File: config.mk
export PLATFORM = sky130hd
export DESIGN_NAME = hello_scroller
export DESIGN_NICKNAME = d
export VERILOG_FILES = /design/src/rtl/hello_scroller.sv
export SDC_FILE = /design/constraint.sdc
export NUM_CORES = 1
export LEC_CHECK = 0
export BUFFER_PORTS_ARGS = -buffer_cell sky130_fd_sc_hd__buf_4
export CAP_MARGIN = 25
export CORE_MARGIN = 1
export CORE_UTILIZATION = 55
export CTS_CLUSTER_DIAMETER = 200
export DETAILED_ROUTE_END_ITERATION = 10
export PLACE_DENSITY = 0.87
export SYNTH_ARGS = -nofsm -noshare
export SYNTH_HDL_FRONTEND = slang
export SYNTH_SLANG_ARGS = --single-unit
export TNS_END_PERCENT = 100
File: constraint.sdc
create_clock -name CLOCK_50 -period 3.4 [get_ports CLOCK_50]
set_input_delay 0 -clock CLOCK_50 [delete_from_list [all_inputs] [get_ports CLOCK_50]]
set_output_delay 0 -clock CLOCK_50 [all_outputs]
set_load 0.03 [all_outputs]
File: src/rtl/hello_scroller.sv
// hello_scroller
// Holds the 8-entry message ring "HELLO___" and scrolls a NUM_DIGITS-wide window across
// it, one position per prescaler tick while running, or one per rising edge of step while
// paused. Feeds packed 3-bit character codes to downstream HEX decoders.
//   Code map: 000=H, 001=E, 010=L, 011=O, 100=blank.
// Ports:
//   CLOCK_50   in   sole clock, rising edge
//   reset      in   synchronous, active-high, dominant
//   run        in   1=auto-scroll, 0=paused
//   dir        in   0=scroll left (pos+1), 1=scroll right (pos-1)
//   step       in   level; each rising edge advances once while paused
//   char_codes out  digit i at [3i+2:3i]; digit 0 is the rightmost display
//   tick       out  one-cycle pulse on each auto-advance
//   pos        out  current ring offset 0..7
module hello_scroller #(
  parameter int unsigned TICK_DIV   = 50000000,
  parameter int unsigned NUM_DIGITS = 5
) (
  input  logic                    CLOCK_50,
  input  logic                    reset,
  input  logic                    run,
  input  logic                    dir,
  input  logic                    step,
  output logic [3*NUM_DIGITS-1:0] char_codes,
  output logic                    tick,
  output logic [2:0]              pos
);

  localparam int unsigned CntW = $clog2(TICK_DIV);
  localparam logic [CntW-1:0] CntMax = CntW'(TICK_DIV - 1);

  typedef enum logic [0:0] {StPaused, StRunning} state_e;

  state_e                  state_q, state_d;
  logic [CntW-1:0]         cnt_q, cnt_d;
  logic                    tick_q, tick_d;
  logic                    step_q;
  logic [2:0]              pos_q, pos_d;
  logic [3*NUM_DIGITS-1:0] char_codes_q, char_codes_d;

  logic step_edge;
  logic step_adv;
  logic advance;

  function automatic logic [2:0] ring_code(input logic [2:0] idx);
    logic [2:0] code;
    case (idx)
      3'd0:    code = 3'b000;  // H
      3'd1:    code = 3'b001;  // E
      3'd2,
      3'd3:    code = 3'b010;  // L
      3'd4:    code = 3'b011;  // O
      default: code = 3'b100;  // blank
    endcase
    return code;
  endfunction

  // Leftmost digit shows ring[p], rightmost shows ring[p + NUM_DIGITS - 1].
  function automatic logic [3*NUM_DIGITS-1:0] window(input logic [2:0] p);
    logic [3*NUM_DIGITS-1:0] w;
    w = '0;
    for (int i = 0; i < NUM_DIGITS; i++) begin
      w[3*i +: 3] = ring_code(p + 3'(NUM_DIGITS - 1 - i));
    end
    return w;
  endfunction

  always_comb begin
    state_d = run ? StRunning : StPaused;

    cnt_d = '0;
    if (state_q == StRunning) begin
      cnt_d = (cnt_q == CntMax) ? '0 : cnt_q + 1'b1;
    end

    tick_d = (state_q == StRunning) && run && (cnt_q == CntMax);

    // Step edges only count while fully paused; this keeps them exclusive with tick.
    step_edge = step & ~step_q;
    step_adv  = step_edge && (state_q == StPaused) && !run;
    advance   = tick_d || step_adv;

    pos_d = pos_q;
    if (advance) begin
      pos_d = dir ? pos_q - 3'd1 : pos_q + 3'd1;
    end

    char_codes_d = window(pos_d);
  end

  always_ff @(posedge CLOCK_50) begin
    if (reset) begin
      state_q      <= StPaused;
      cnt_q        <= '0;
      tick_q       <= 1'b0;
      step_q       <= 1'b1;  // a step held high through reset is not an edge
      pos_q        <= 3'd0;
      char_codes_q <= window(3'd0);
    end else begin
      state_q      <= state_d;
      cnt_q        <= cnt_d;
      tick_q       <= tick_d;
      step_q       <= step;
      pos_q        <= pos_d;
      char_codes_q <= char_codes_d;
    end
  end

  assign char_codes = char_codes_q;
  assign tick       = tick_q;
  assign pos        = pos_q;

endmodule

==> results.txt <==
* Remaining global-route overflow: 0
- Initial Util: 0.591
- Detail Route Antenna Nets: 0
- Area used by sequential logic in the layout: 941 µm²
- Row Count: 21
* Fmax: around 320 MHz
- The first global-routing pass estimated 6660 µm of wire.
* Maximum clock insertion buffer count: 2
- Of all flip-flops after synthesis, the portion carrying an async set or reset was 0.
* TritonCTS clock tree: done
* Placed wire-length estimate after detailed placement: between 2000 and 3000 µm
- Max-cap violation count: 0
- DR vias/cell: 5.39
* Post-CTS Setup Repair Bufs: 0
- In the routed design, unresolved DRC markers number 0.
- Clk sinks: 47
- A synthesized cell averages 9.31 µm².
* FF+latch count, synth: 47
* Multi-input gate area: between 1000 and 1500 µm²
- The tightest hold path in the finished design has a slack of around 0.27 ns.
- Setup total negative slack on the finished layout was measured at 0 ns.
- Fin crit share: 0.918
- Setup repair after global routing missed its margin: false
- The filler cells instantiated in the layout total about 260.
- At the end of routability-driven placement, the weighted congestion stood at approximately 0.85.
- Count of endpoints failing setup in the final report: 0
- For this run, the total global-route usage over all layers was measured as 0.214.
- The flow ran to the end, and the final reports show no timing, DRC or antenna violations.
- Measured slew at the worst slew-check pin: 0.524 ns
* Layout cell share with drive strength beyond 1: 0.169
- Number of primary I/O pins: 24
- Of the post-synthesis cell area, the dominant cell type holds 0.466.
- First drt pass iteration count: 4
* Category of the worst setup path launch point: register
* Average detailed-routed wire length per instance: around 13 µm
* Synthesis-to-layout area growth: 17.1%
- Horiz. Die Dim: 62.6 µm
- At the worst endpoint, the arrival time is 3.39 ns.
* H-tree depth: 2
* Total clock buffers created by CTS: 5
- In this run, post-CTS repair resized a total of 0 instances.
- Crit end category: register
- Y dimension of the die: around 63 µm
* Clock Pin Slew Worst Setup and Hold Paths: ~0.13 ns
* Number of port buffers: 23
- The total count of hold-check failures in the final report came to 0.
- Detailed-route via count: 1586
* Ranking of synthesized cells by instance count: sky130_fd_sc_hd__dfxtp_1, sky130_fd_sc_hd__nor2_1, sky130_fd_sc_hd__xnor2_1
* Final Util: 0.692
* Yosys warning total: 0
- Max Transition Viols Final: 0
* Maximum number of pins on one net before global-route repair: 27
- Dominant cells by area after synthesis: sky130_fd_sc_hd__dfxtp_1, sky130_fd_sc_hd__xnor2_1, sky130_fd_sc_hd__nor2_1, sky130_fd_sc_hd__xor2_1, sky130_fd_sc_hd__nand3_1
* Placeable core area: around 3400 µm²
* Summed instance area of the synthesized netlist: 2020 µm²
- Power density over cell area: about 430 nW/µm²
- Relative slew margins: 0.651
* Number of cells produced by synthesis: between 200 and 250
- Antenna violations before repair: 0
- Dominant cell type by area after synthesis: sky130_fd_sc_hd__dfxtp_1
- For this block, the initial DRC count from the detailed router was 93.
- The analysis attributes to cell leakage a power of 0.855 nW.
* Peak ir drop on the vdd network: around 210 µV
- Class of the worst hold path: input pin to register
- Along the worst path, the maximum fanout reaches 6.
* Number of global-route vias before repair: 1511
* Skew-Pair Late Insertion Delay: 0.36 ns
- The worst path needs roughly 3.1 ns of the cycle, external delays included.
- Path type of the worst setup path: register to register
- The floorplan step defined a die boundary enclosing 3920 µm².
- Data on the critical path is required at its endpoint by 3.67 ns.
- For this run, the register share of the synthesized area comes to 0.466.
- The routed design has 3750 µm of wire.
- Number of nets in the layout: 256
- Most common cell in the synthesized netlist: sky130_fd_sc_hd__dfxtp_1
- Between clock sinks in the finished design, the worst skew comes to 0.0174 ns.
- Number of hold-repair buffers added at the cts stage: 4
- Primary FF master, synth: sky130_fd_sc_hd__dfxtp_1
- The number of antenna diodes in the final layout is 0.
- Number of synthesized flops with an enable pin: 0
* Net count after synthesis: 226
- Clock tree synthesis selected as its root buffer the cell sky130_fd_sc_hd__clkbuf_4.
* Number of distinct standard cells referenced by the synthesized netlist: 45
[per-layer routing]
| metal | up-vias | GRT usage | part of all wire |
|---|---|---|---|
| met5 | - | 0 | 0 |
| met1 | 746 | 0.295 | 0.49 |
| met4 | 0 | 0.116 | 0.015 |
| met3 | 6 | 0.0420 | 0.034 |
| li1 | 801 | - | - |
| met2 | 33 | 0.314 | 0.46 |
[area by class of cell]
| cell class | count | area share |
|---|---|---|
| repair buffers | 30 | 0.0995 |
| clock inverters | 2 | 0.0148 |
| well taps | 46 | 0.0243 |
| flip-flops and latches | 47 | 0.398 |
| multi-input cells | 154 | 0.428 |
| clock buffers | 6 | 0.0217 |
| inverters | 9 | 0.0143 |
[cell families (layout without fill, tap and decap cells)]
family | Yosys count | in the layout | synth area share
AOI/OAI and AO/OA | 20 | 20 | 0.0682
xor gates and xnor gates | 29 | 29 | 0.129
adders and majority gates | 4 | 4 | 0.0285
buffers and inverters | 16 | 47 | 0.0335
DFF | 47 | 47 | 0.466
muxes | 5 | 5 | 0.0322
and+or+nand+nor | 96 | 96 | 0.242
[path summary, 6_finish.rpt]
check                                          from                  endpoint  slack [ns]  cells after the start
worst max-delay path            cnt_q[0]$_SDFF_PP0_  char_codes[4]$_SDFF_PP1_        0.28                     11
worst max register to register  cnt_q[0]$_SDFF_PP0_  char_codes[4]$_SDFF_PP1_        0.28                     11
worst min register to register  cnt_q[0]$_SDFF_PP0_       cnt_q[0]$_SDFF_PP0_        0.47                      1
worst min-delay path                            dir  char_codes[6]$_SDFF_PP0_        0.27                      5
[sequential cells by signal, indices dropped and copies added, names as in the netlist]
name and cells:
tick 1, pos 3, char_codes 15, state_q 1, cnt_q 26, step_q 1
[metrics by stage]
| stage | power, mW | instances | instance area, µm² | setup slack, ns |
|---|---|---|---|---|
| floorplan | 0.644 | 217 | 2020 | 0.208 |
| global placement | 0.670 | 282 | 2240 | 0.399 |
| detailed placement | 0.672 | 282 | 2240 | 0.296 |
| CTS | 1.01 | 294 | 2360 | 0.266 |
| global route | 1.06 | 294 | 2360 | 0.0914 |
| finish | 1.01 | 294 | 2360 | 0.279 |
[report_power, final]
group | switching (mW) | internal (mW) | total [mW]
logic | 0.0569 | 0.0397 | 0.0967
clock network | 0.169 | 0.174 | 0.343
registers | 0.00507 | 0.562 | 0.568
total | 0.231 | 0.776 | 1.01
[worst max-delay path, stage by stage (launching register included)]
cell	delay (ns)
sky130_fd_sc_hd__dfxtp_1	0.39
sky130_fd_sc_hd__ha_1	0.22
sky130_fd_sc_hd__nand3_2	0.10
sky130_fd_sc_hd__or4_1	0.52
sky130_fd_sc_hd__o21a_1	0.24
sky130_fd_sc_hd__nand2b_1	0.23
sky130_fd_sc_hd__mux2_2	0.31
sky130_fd_sc_hd__inv_1	0.11
sky130_fd_sc_hd__ha_1	0.30
sky130_fd_sc_hd__xnor2_1	0.17
sky130_fd_sc_hd__a211o_1	0.29
sky130_fd_sc_hd__a21o_1	0.17
[placed cells by master (no fill, tap or decap), types with 6 or more instances in the layout]
| cell type | synthesis | routed |
|---|---|---|
| sky130_fd_sc_hd__and3_1 | 6 | 6 |
| sky130_fd_sc_hd__buf_4 | 0 | 26 |
| sky130_fd_sc_hd__dfxtp_1 | 47 | 47 |
| sky130_fd_sc_hd__inv_1 | 8 | 8 |
| sky130_fd_sc_hd__nand2_1 | 11 | 11 |
| sky130_fd_sc_hd__nand3_1 | 13 | 13 |
| sky130_fd_sc_hd__nor2_1 | 33 | 33 |
| sky130_fd_sc_hd__nor3_1 | 8 | 8 |
| sky130_fd_sc_hd__xnor2_1 | 16 | 16 |
| sky130_fd_sc_hd__xor2_1 | 12 | 12 |
Power figures use the tool's default switching activity.
